## src/rtl/lcd_queue_aligner_if.sv

```systemverilog
// Word-stream read port: a FIFO-style source (data/empty) and the reader
// that pulls from it (rd_en). master = reader side, slave = source side.
interface lcd_queue_aligner_if;
  logic [16:0] data;   // bit 16 = frame-start flag, bits 15:0 = RGB565
  logic        empty;
  logic        rd_en;

  modport master (input data, input empty, output rd_en);
  modport slave  (output data, output empty, input rd_en);
endinterface

```

## src/rtl/lcd_queue_aligner.sv

```systemverilog
// Frame-aligning prefetch stage between the camera FIFO read port and the
// LCD controller. A 2-entry fall-through buffer hides the FIFO read latency;
// an alignment FSM drops words until a flagged frame start and enforces
// exact FRAME_WIDTH*FRAME_HEIGHT frames.
// Optional statistics counters: define LCD_ALIGN_STATS_EN to build
// drop_count/frame_count; otherwise both are tied to zero.
module lcd_queue_aligner #(
  parameter int FRAME_WIDTH  = 480,
  parameter int FRAME_HEIGHT = 272
) (
  input  logic                clk,
  input  logic                reset_n,
  lcd_queue_aligner_if.master fifo,
  lcd_queue_aligner_if.slave  lcd,
  output logic                resync,
  output logic [15:0]         drop_count,
  output logic [15:0]         frame_count
);
  localparam int PIX_TOTAL = FRAME_WIDTH * FRAME_HEIGHT;
  localparam int CW = $clog2(PIX_TOTAL) + 1;
  localparam logic [CW-1:0] PIX_LAST = CW'(PIX_TOTAL);

  typedef enum logic [1:0] {SEEK, STREAM, EXPECT} state_t;

  state_t        state, state_nxt;
  logic [CW-1:0] pix_cnt, pix_cnt_nxt;
  logic [16:0]   buf_mem [2];
  logic          rd_ptr, wr_ptr;
  logic [1:0]    occ;
  logic          in_flight;
  logic          flag, pop, push, drop, resync_nxt, frame_done;

  assign flag      = fifo.data[16];
  assign pop       = lcd.rd_en && (occ != 2'd0);
  assign lcd.empty = (occ == 2'd0);
  assign lcd.data  = buf_mem[rd_ptr];

  // Slot reservation: a same-cycle pop frees space, and the word being
  // captured now still needs a slot, so the new read only goes out if the
  // buffer is guaranteed a free entry when its data lands.
  assign fifo.rd_en = !fifo.empty &&
                      ((occ - 2'(pop) + 2'(in_flight)) < 2'd2);

  // Alignment decisions for the word captured this cycle.
  always_comb begin
    state_nxt   = state;
    pix_cnt_nxt = pix_cnt;
    push        = 1'b0;
    drop        = 1'b0;
    resync_nxt  = 1'b0;
    frame_done  = 1'b0;
    if (in_flight) begin
      case (state)
        SEEK: begin
          if (flag) begin
            push        = 1'b1;
            pix_cnt_nxt = CW'(1);
            state_nxt   = STREAM;
          end else begin
            drop = 1'b1;
          end
        end
        STREAM: begin
          push = 1'b1;
          if (flag) begin
            // Early frame start: the short frame is delivered as-is.
            resync_nxt  = 1'b1;
            pix_cnt_nxt = CW'(1);
          end else begin
            pix_cnt_nxt = pix_cnt + CW'(1);
          end
        end
        EXPECT: begin
          if (flag) begin
            push        = 1'b1;
            pix_cnt_nxt = CW'(1);
            state_nxt   = STREAM;
          end else begin
            resync_nxt  = 1'b1;
            drop        = 1'b1;
            pix_cnt_nxt = '0;
            state_nxt   = SEEK;
          end
        end
        default: state_nxt = SEEK;
      endcase
      if (push && pix_cnt_nxt == PIX_LAST) begin
        frame_done = 1'b1;
        state_nxt  = EXPECT;
      end
    end
  end

  // FSM state, pixel counter, resync pulse.
  always_ff @(posedge clk or negedge reset_n) begin
    if (!reset_n) begin
      state   <= SEEK;
      pix_cnt <= '0;
      resync  <= 1'b0;
    end else begin
      state   <= state_nxt;
      pix_cnt <= pix_cnt_nxt;
      resync  <= resync_nxt;
    end
  end

  // Read pipeline and 2-entry buffer storage/pointers.
  always_ff @(posedge clk or negedge reset_n) begin
    if (!reset_n) begin
      in_flight  <= 1'b0;
      buf_mem[0] <= '0;
      buf_mem[1] <= '0;
      rd_ptr     <= 1'b0;
      wr_ptr     <= 1'b0;
      occ        <= 2'd0;
    end else begin
      in_flight <= fifo.rd_en;
      if (push) begin
        buf_mem[wr_ptr] <= fifo.data;
        wr_ptr          <= ~wr_ptr;
      end
      if (pop) rd_ptr <= ~rd_ptr;
      occ <= occ + 2'(push) - 2'(pop);
    end
  end

`ifdef LCD_ALIGN_STATS_EN
  logic [15:0] drop_q, frame_q;

  // Saturating drop counter and wrapping completed-frame counter.
  always_ff @(posedge clk or negedge reset_n) begin
    if (!reset_n) begin
      drop_q  <= '0;
      frame_q <= '0;
    end else begin
      if (drop && drop_q != 16'hFFFF) drop_q <= drop_q + 16'd1;
      if (frame_done) frame_q <= frame_q + 16'd1;
    end
  end

  assign drop_count  = drop_q;
  assign frame_count = frame_q;
`else
  logic unused_stats;
  assign unused_stats = drop ^ frame_done;
  assign drop_count   = '0;
  assign frame_count  = '0;
`endif

endmodule

```

## src/flat_wrapper.sv

```systemverilog
// flat-port wrapper written by rule: the top's interface ports become plain ports
module lcd_queue_aligner_flat 
#(
  parameter int FRAME_WIDTH  = 480,
  parameter int FRAME_HEIGHT = 272
)
  (clk, reset_n, resync, drop_count, frame_count, fifo_data, fifo_empty, fifo_rd_en, lcd_data, lcd_empty, lcd_rd_en);
  lcd_queue_aligner_if fifo_i ();
  lcd_queue_aligner_if lcd_i ();
  input  logic clk;
  input  logic reset_n;
  output logic resync;
  output logic [15:0] drop_count;
  output logic [15:0] frame_count;
  input wire logic [$bits(fifo_i.data)-1:0] fifo_data;
  input wire logic [$bits(fifo_i.empty)-1:0] fifo_empty;
  output wire logic [$bits(fifo_i.rd_en)-1:0] fifo_rd_en;
  output wire logic [$bits(lcd_i.data)-1:0] lcd_data;
  output wire logic [$bits(lcd_i.empty)-1:0] lcd_empty;
  input wire logic [$bits(lcd_i.rd_en)-1:0] lcd_rd_en;
  assign fifo_i.data = fifo_data;
  assign fifo_i.empty = fifo_empty;
  assign fifo_rd_en = fifo_i.rd_en;
  assign lcd_data = lcd_i.data;
  assign lcd_empty = lcd_i.empty;
  assign lcd_i.rd_en = lcd_rd_en;
  lcd_queue_aligner #(.FRAME_WIDTH(FRAME_WIDTH), .FRAME_HEIGHT(FRAME_HEIGHT)) u_core (.clk(clk), .reset_n(reset_n), .fifo(fifo_i), .lcd(lcd_i), .resync(resync), .drop_count(drop_count), .frame_count(frame_count));
endmodule
```

## config.mk

```make
export PLATFORM = sky130hd
export DESIGN_NAME = lcd_queue_aligner_flat
export DESIGN_NICKNAME = d
export VERILOG_FILES = /design/src/rtl/lcd_queue_aligner_if.sv /design/src/rtl/lcd_queue_aligner.sv /design/src/flat_wrapper.sv
export SDC_FILE = /design/constraint.sdc
export NUM_CORES = 1
export LEC_CHECK = 0
export CORE_MARGIN = 10
export CORE_UTILIZATION = 50
export CTS_BUF_LIST = sky130_fd_sc_hd__clkbuf_4 sky130_fd_sc_hd__clkbuf_8 sky130_fd_sc_hd__clkbuf_16
export CTS_CLUSTER_DIAMETER = 50
export DETAILED_ROUTE_END_ITERATION = 16
export PLACE_DENSITY = 0.85
export REMOVE_ABC_BUFFERS = 1
export SKIP_CTS_REPAIR_TIMING = 1
export SLEW_MARGIN = 10
export SYNTH_ARGS = -nofsm -noshare
export SYNTH_HDL_FRONTEND = slang
export SYNTH_SLANG_ARGS = --single-unit
```

## constraint.sdc

```tcl
create_clock -name clk -period 4.1 [get_ports clk]
set_clock_uncertainty 0.1 [all_clocks]
set_input_delay 1.025 -clock clk [delete_from_list [all_inputs] [get_ports clk]]
set_output_delay 1.025 -clock clk [all_outputs]
set_load 0.03 [all_outputs]
```

======== Word-level counts from Yosys, hierarchy flattened ========
Cells that the tools add are included.
cells by class
  multiplexer cells ....................... 22
  equal/unequal tests ..................... 5
  order comparisons ....................... 4
  multiply operators ...................... 0
  bitwise logic cells ..................... 4
  shift-type cells ........................ 0
  divide/modulo/power cells ............... 0
  reductions and logical operators ........ 10
  add/subtract/negate cells ............... 5
operator list
  operator               number
  $mux 17                4
  $mux 18                3
  $pmux 18 s3            1
  $bwmux 34              1
  $add 18x1->18 const B  1
  $eq 18x17->1 const B   1
  $demux 17 s1           1
  $mux 1                 7
  $pmux 2 s3             1
  $add 2x1->2            2
  $ge 2x2->1 const B     2
  $logic_and 1x1->1      4
  $logic_not 2->1        2
  $mux 2                 2
  $not 1->2              2
  $pmux 1 s2             2
  $sub 2x1->2            2
  $ne 3x2->1 const B     1
  $reduce_and 3->1       1
  $eq 2x1->1 const B     1
  $eq 2x2->1 const B     1
  $lt 2x1->1 const B     1
  $lt 2x2->1 const B     1
  $ne 2x1->1 const B     1
  other kinds (4)        5
word-level totals
  bits in latches ......................... 0
  logic and storage cells ................. 59
  bits of input ports ..................... 21
  memories ................................ 0
  register bits ........................... 60
  bits in writable memories ............... 0
  output and inout port bits .............. 52
  bits in read-only memories .............. 0

======== Logic depth before layout (Yosys ltp) ========
  word-level depth ........................ 8
  mapped depth ............................ 8
  depth with buffers taken out ............ 7

======== Worst setup path after synthesis ========
OpenSTA, ideal clock, no wires.
  path kind ............................... input-to-output
  start point ............................. in lcd_rd_en
  end point ............................... out fifo_rd_en
  arrival time ............................ 2163 ps
  slack ................................... 812 ps
  path buffers ............................ 0
  cell stages on the path ................. 5
  data required time ...................... 2975 ps
  path through ............................ nor2b_1 ha_1 xnor2_1 xnor2_1 nor2_1
between the ends
  longest elaborated chain between the ends .. 5
RTL lines
  element            RTL line                 RTL
  from (decl)        flat_wrapper.sv:20       input wire logic [$bits(lcd_i.rd_en)-1:0] lcd_rd_en;
  $logic_and 1x1->1  lcd_queue_aligner.sv:34  assign pop = lcd.rd_en && (occ != 2'd0);
  $sub 2x1->2        lcd_queue_aligner.sv:42  ((occ - 2'(pop) + 2'(in_flight)) < 2'd2);
  $add 2x1->2        lcd_queue_aligner.sv:42
  $lt 2x2->1         lcd_queue_aligner.sv:42
  $logic_and 1x1->1  lcd_queue_aligner.sv:41  assign fifo.rd_en = !fifo.empty &&
  to (decl)          flat_wrapper.sv:17       output wire logic [$bits(fifo_i.rd_en)-1:0] fifo_rd_en;
No other way between the ends.

======== Worst setup path after layout ========
  start point ............................. in lcd_rd_en
  end point ............................... out fifo_rd_en
between the ends
  longest elaborated chain between the ends .. 5
RTL lines
  element               RTL line                 RTL
  $logic_and 1x1->1     lcd_queue_aligner.sv:34
  named net u_core.pop  lcd_queue_aligner.sv:31  logic flag, pop, push, drop, resync_nxt, frame_done;
  $sub 2x1->2           lcd_queue_aligner.sv:42
  $add 2x1->2           lcd_queue_aligner.sv:42
  $lt 2x2->1            lcd_queue_aligner.sv:42
  $logic_and 1x1->1     lcd_queue_aligner.sv:41
The timed path passes the listed nets, and every way through them passes these cells.

==> flow_metrics.py <==
metrics = {
    "worst_setup_path": {
        "rr_startpoint": "u_core.pix_cnt[0]$_DFFE_PN0P_",
        "endpoint_kind": "output pin",
        "crit_start": "lcd_rd_en",
        "critPathLaunchType": "input pin",
        "path_class": "input pin to output pin",
        "max_stage_delay_ps": 460,
        "r2r_cells": 7,
        "critPathMaxFanout": 2,
        "crit_chain": "clkdlybuf4s50_1, nor2b_1, ha_1, xnor2_1, xnor2_1, nor2_1, buf_4",
        "worstPathArrival_ps": 2530,
        "cpMostUsedCell": "xnor2_1",
        "cp.required_ps": 2970,
        "r2r_setup_slack_ps": 1330,
        "r2r-end": "u_core.state[0]$_DFFE_PN0P_",
        "cp_slowest_cell": "clkdlybuf4s50_1",
        "critPathTopFamily": "buffers and inverters",
        "crit_buf_inv": 2,
    },
    "timing": {
        "relSlewSlack_pct": 48.0,
        "timing.final.crit_share_pct": 89.1,
        "hold_viol_final": 0,
        "max_freq_mhz": 274,
        "finalSetupViolCount": 0,
        "min_period_ps": 3650,
        "tightestPinTransition_ps": 780,
        "layout_setup_ws_ps": 446,
        "rsz0062_at_grt": "no",
        "tns_ps": 0,
        "whs_ps": 401,
        "finalMaxSlewViolations": 0,
    },
    "drt": {
        "drt_wl_total_um": 8130,
        "first_pass_iters": 5,
        "via_per_inst": 5.63,
        "drc": 0,
        "drt.antenna.violating_nets": 0,
        "wl_per_cell_um": 16.6,
        "drt-initial-drc-count": 276,
        "vias": 2755,
    },
    "global_routing": {
        "grt.total_usage_pct": 14.8,
        "grt_pass1_vias": 2720,
        "grt_pass1_wl_um": 13700,
        "grt_antenna_before_repair": 0,
        "gr-total-overflow": 0,
        "grt_max_degree": 45,
    },
    "power": {
        "ir_worst_vdd_uv": 253,
        "total_power_mw": 3.03,
        "p_leak_nw": 1.74,
        "power_density_mw_per_mm2": 739,
    },
    "synth": {
        "synthArstFlopShare_pct": 100,
        "synth_cells": 354,
        "synth_cell_types": 51,
        "ys_warn_count": 0,
        "synth_edf_count": 0,
        "ys_ff_latch": 60,
        "synth_area_mm2": 0.00356,
        "yosysSeqAreaShare_pct": 42.2,
        "synth_top_flop_cell": "dfrtp_1",
        "syn_avg_cell_area_um2": 10.1,
    },
    "clock_network": {
        "cts_tree": "yes",
        "cts_made_buffers": 9,
        "cts_max_level": 3,
        "cts_root_buf": "clkbuf_8",
        "insertion_delay_ps": 330,
        "clk_pin_slew_ps": 60,
        "clockBufferDepth": 2,
        "cts_sinks": 60,
    },
    "hold_path": {
        "holdPathStages": 1,
        "min_to": "u_core.wr_ptr$_DFFE_PN0P_",
        "hp-class": "flop to flop",
        "hp-start": "u_core.wr_ptr$_DFFE_PN0P_",
    },
    "layout": {
        "drive_above_1_share_pct": 20.1,
        "antenna_cells": 0,
        "area_growth_syn_to_layout_pct": 15.1,
        "nNetsFinal": 413,
    },
    "floorplan": {
        "rows": 30,
        "fp.coreArea_mm2": 0.00687,
        "start_util_pct": 51.8,
        "die_h_um": 104,
        "dieArea_mm2": 0.0109,
        "ios": 73,
        "die_w_um": 104,
    },
    "place": {
        "place_congestion": 0.916,
        "hpwlAfterDp_um": 5780,
        "port_buffers": 40,
        "dp_slack_ps": 435,
    },
    "run": {
        "maxCapViolations": 0,
    },
    "outcome": {
        "status": "finished clean",
    },
}
[how the worst max path moves through the flow]
stage	end	slack, ps	cells past startpoint
2_1_floorplan	u_core.state[0]$_DFFE_PN0P_	690	6
4_1_cts	fifo_rd_en	420	7
6_report	fifo_rd_en	450	7
5_1_grt	fifo_rd_en	310	7
3_3_place_gp	fifo_rd_en	530	7
3_5_place_dp	fifo_rd_en	440	7
[cells in the final DEF (no fill, tap or decap), drive strengths merged, types with 5 or more instances in the layout]
cell type | netlist | final
nand2 | 20 | 20
nand3 | 10 | 10
conb | 1 | 32
a21oi | 19 | 19
clkdlybuf4s50 | 0 | 38
xnor2 | 5 | 5
o21ai | 20 | 20
buf | 40 | 9
a22o | 6 | 6
dfrtp | 60 | 60
mux2 | 51 | 51
nand4 | 8 | 8
nor2 | 11 | 11
clkbuf | 15 | 11
inv | 11 | 11
nor2b | 5 | 5
[flip-flops by register name (all words and copies together) (netlist names)]
register and flops:
u_core.rd_ptr 1, u_core.occ 2, u_core.buf_mem 34, u_core.in_flight 1, u_core.wr_ptr 1, u_core.state 2
u_core.pix_cnt 18, u_core.resync 1
[worst reg2reg max path: stages, from the launching register on]
cell and delay [ps]:
dfrtp_1 490, ha_1 300, nand3_1 240, nor4_1 590, a21o_1 200, nand3_1 70
or4_1 460, o21a_1 210
[metrics by stage]
stage / cell area (µm²) / util (%) / instances
floorplan: 3340 / - / 330
global placement: 3910 / 56.9 / 473
detailed placement: 3910 / 56.9 / 473
CTS: 4100 / 59.7 / 489
global route: 4100 / 59.7 / 489
finish: 4100 / 59.7 / 489
[cell usage after synthesis, drive strengths merged, types with 4 or more instances]
| master | count | area share, % |
|---|---|---|
| dfrtp | 60 | 42 |
| mux2 | 51 | 16 |
| buf | 40 | 7.9 |
| nand2 | 20 | 2.1 |
| o21ai | 20 | 2.8 |
| a21oi | 19 | 2.7 |
| clkbuf | 15 | 1.6 |
| inv | 11 | 1.2 |
| nor2 | 11 | 1.2 |
| nand3 | 10 | 1.4 |
| nand4 | 8 | 1.4 |
| a22o | 6 | 1.5 |
| nor2b | 5 | 0.88 |
| xnor2 | 5 | 1.2 |
| a21o | 4 | 0.84 |
| and2 | 4 | 0.70 |
| and3 | 4 | 0.70 |
| ha | 4 | 1.4 |
| nor3 | 4 | 0.56 |
| nor4 | 4 | 0.88 |
| o211ai | 4 | 0.84 |
[kinds of logic after synthesis]
group / synth area share [%]
buffers and inverters: 10.6
AO/OA/AOI/OAI: 13.1
multiplexers: 17.0
adder cells (fa/ha/maj): 1.41
flip-flops: 42.2
XOR/XNOR: 1.48
AND/OR/NAND/NOR: 14.2
other: 0.105
[where the power goes]
group          internal [mW]  switching [mW]
Sequential             0.834           0.210
Clock                  0.291           0.232
Combinational          0.704           0.755
[layout make-up]
type / count / area (µm²)
Clock inverter: 5 / 52.6
Multi-Input combinational cell: 259 / 1800
Inverter: 11 / 41.3
Fill cell: 583 / 2770
Clock buffer: 11 / 139
Timing Repair Buffer: 47 / 445
Sequential cell: 60 / 1500
Tap cell: 96 / 120
[layer usage]
layer | vias up | wire, µm | track usage (%)
met1 | 1310 | 3570 | 18.9
met4 | 0 | 98 | 3.28
met3 | 19 | 543 | 4.28
li1 | 1284 | - | -
met2 | 142 | 3910 | 24.0
met5 | - | 0 | 0
(Power assumes the default switching activity.)
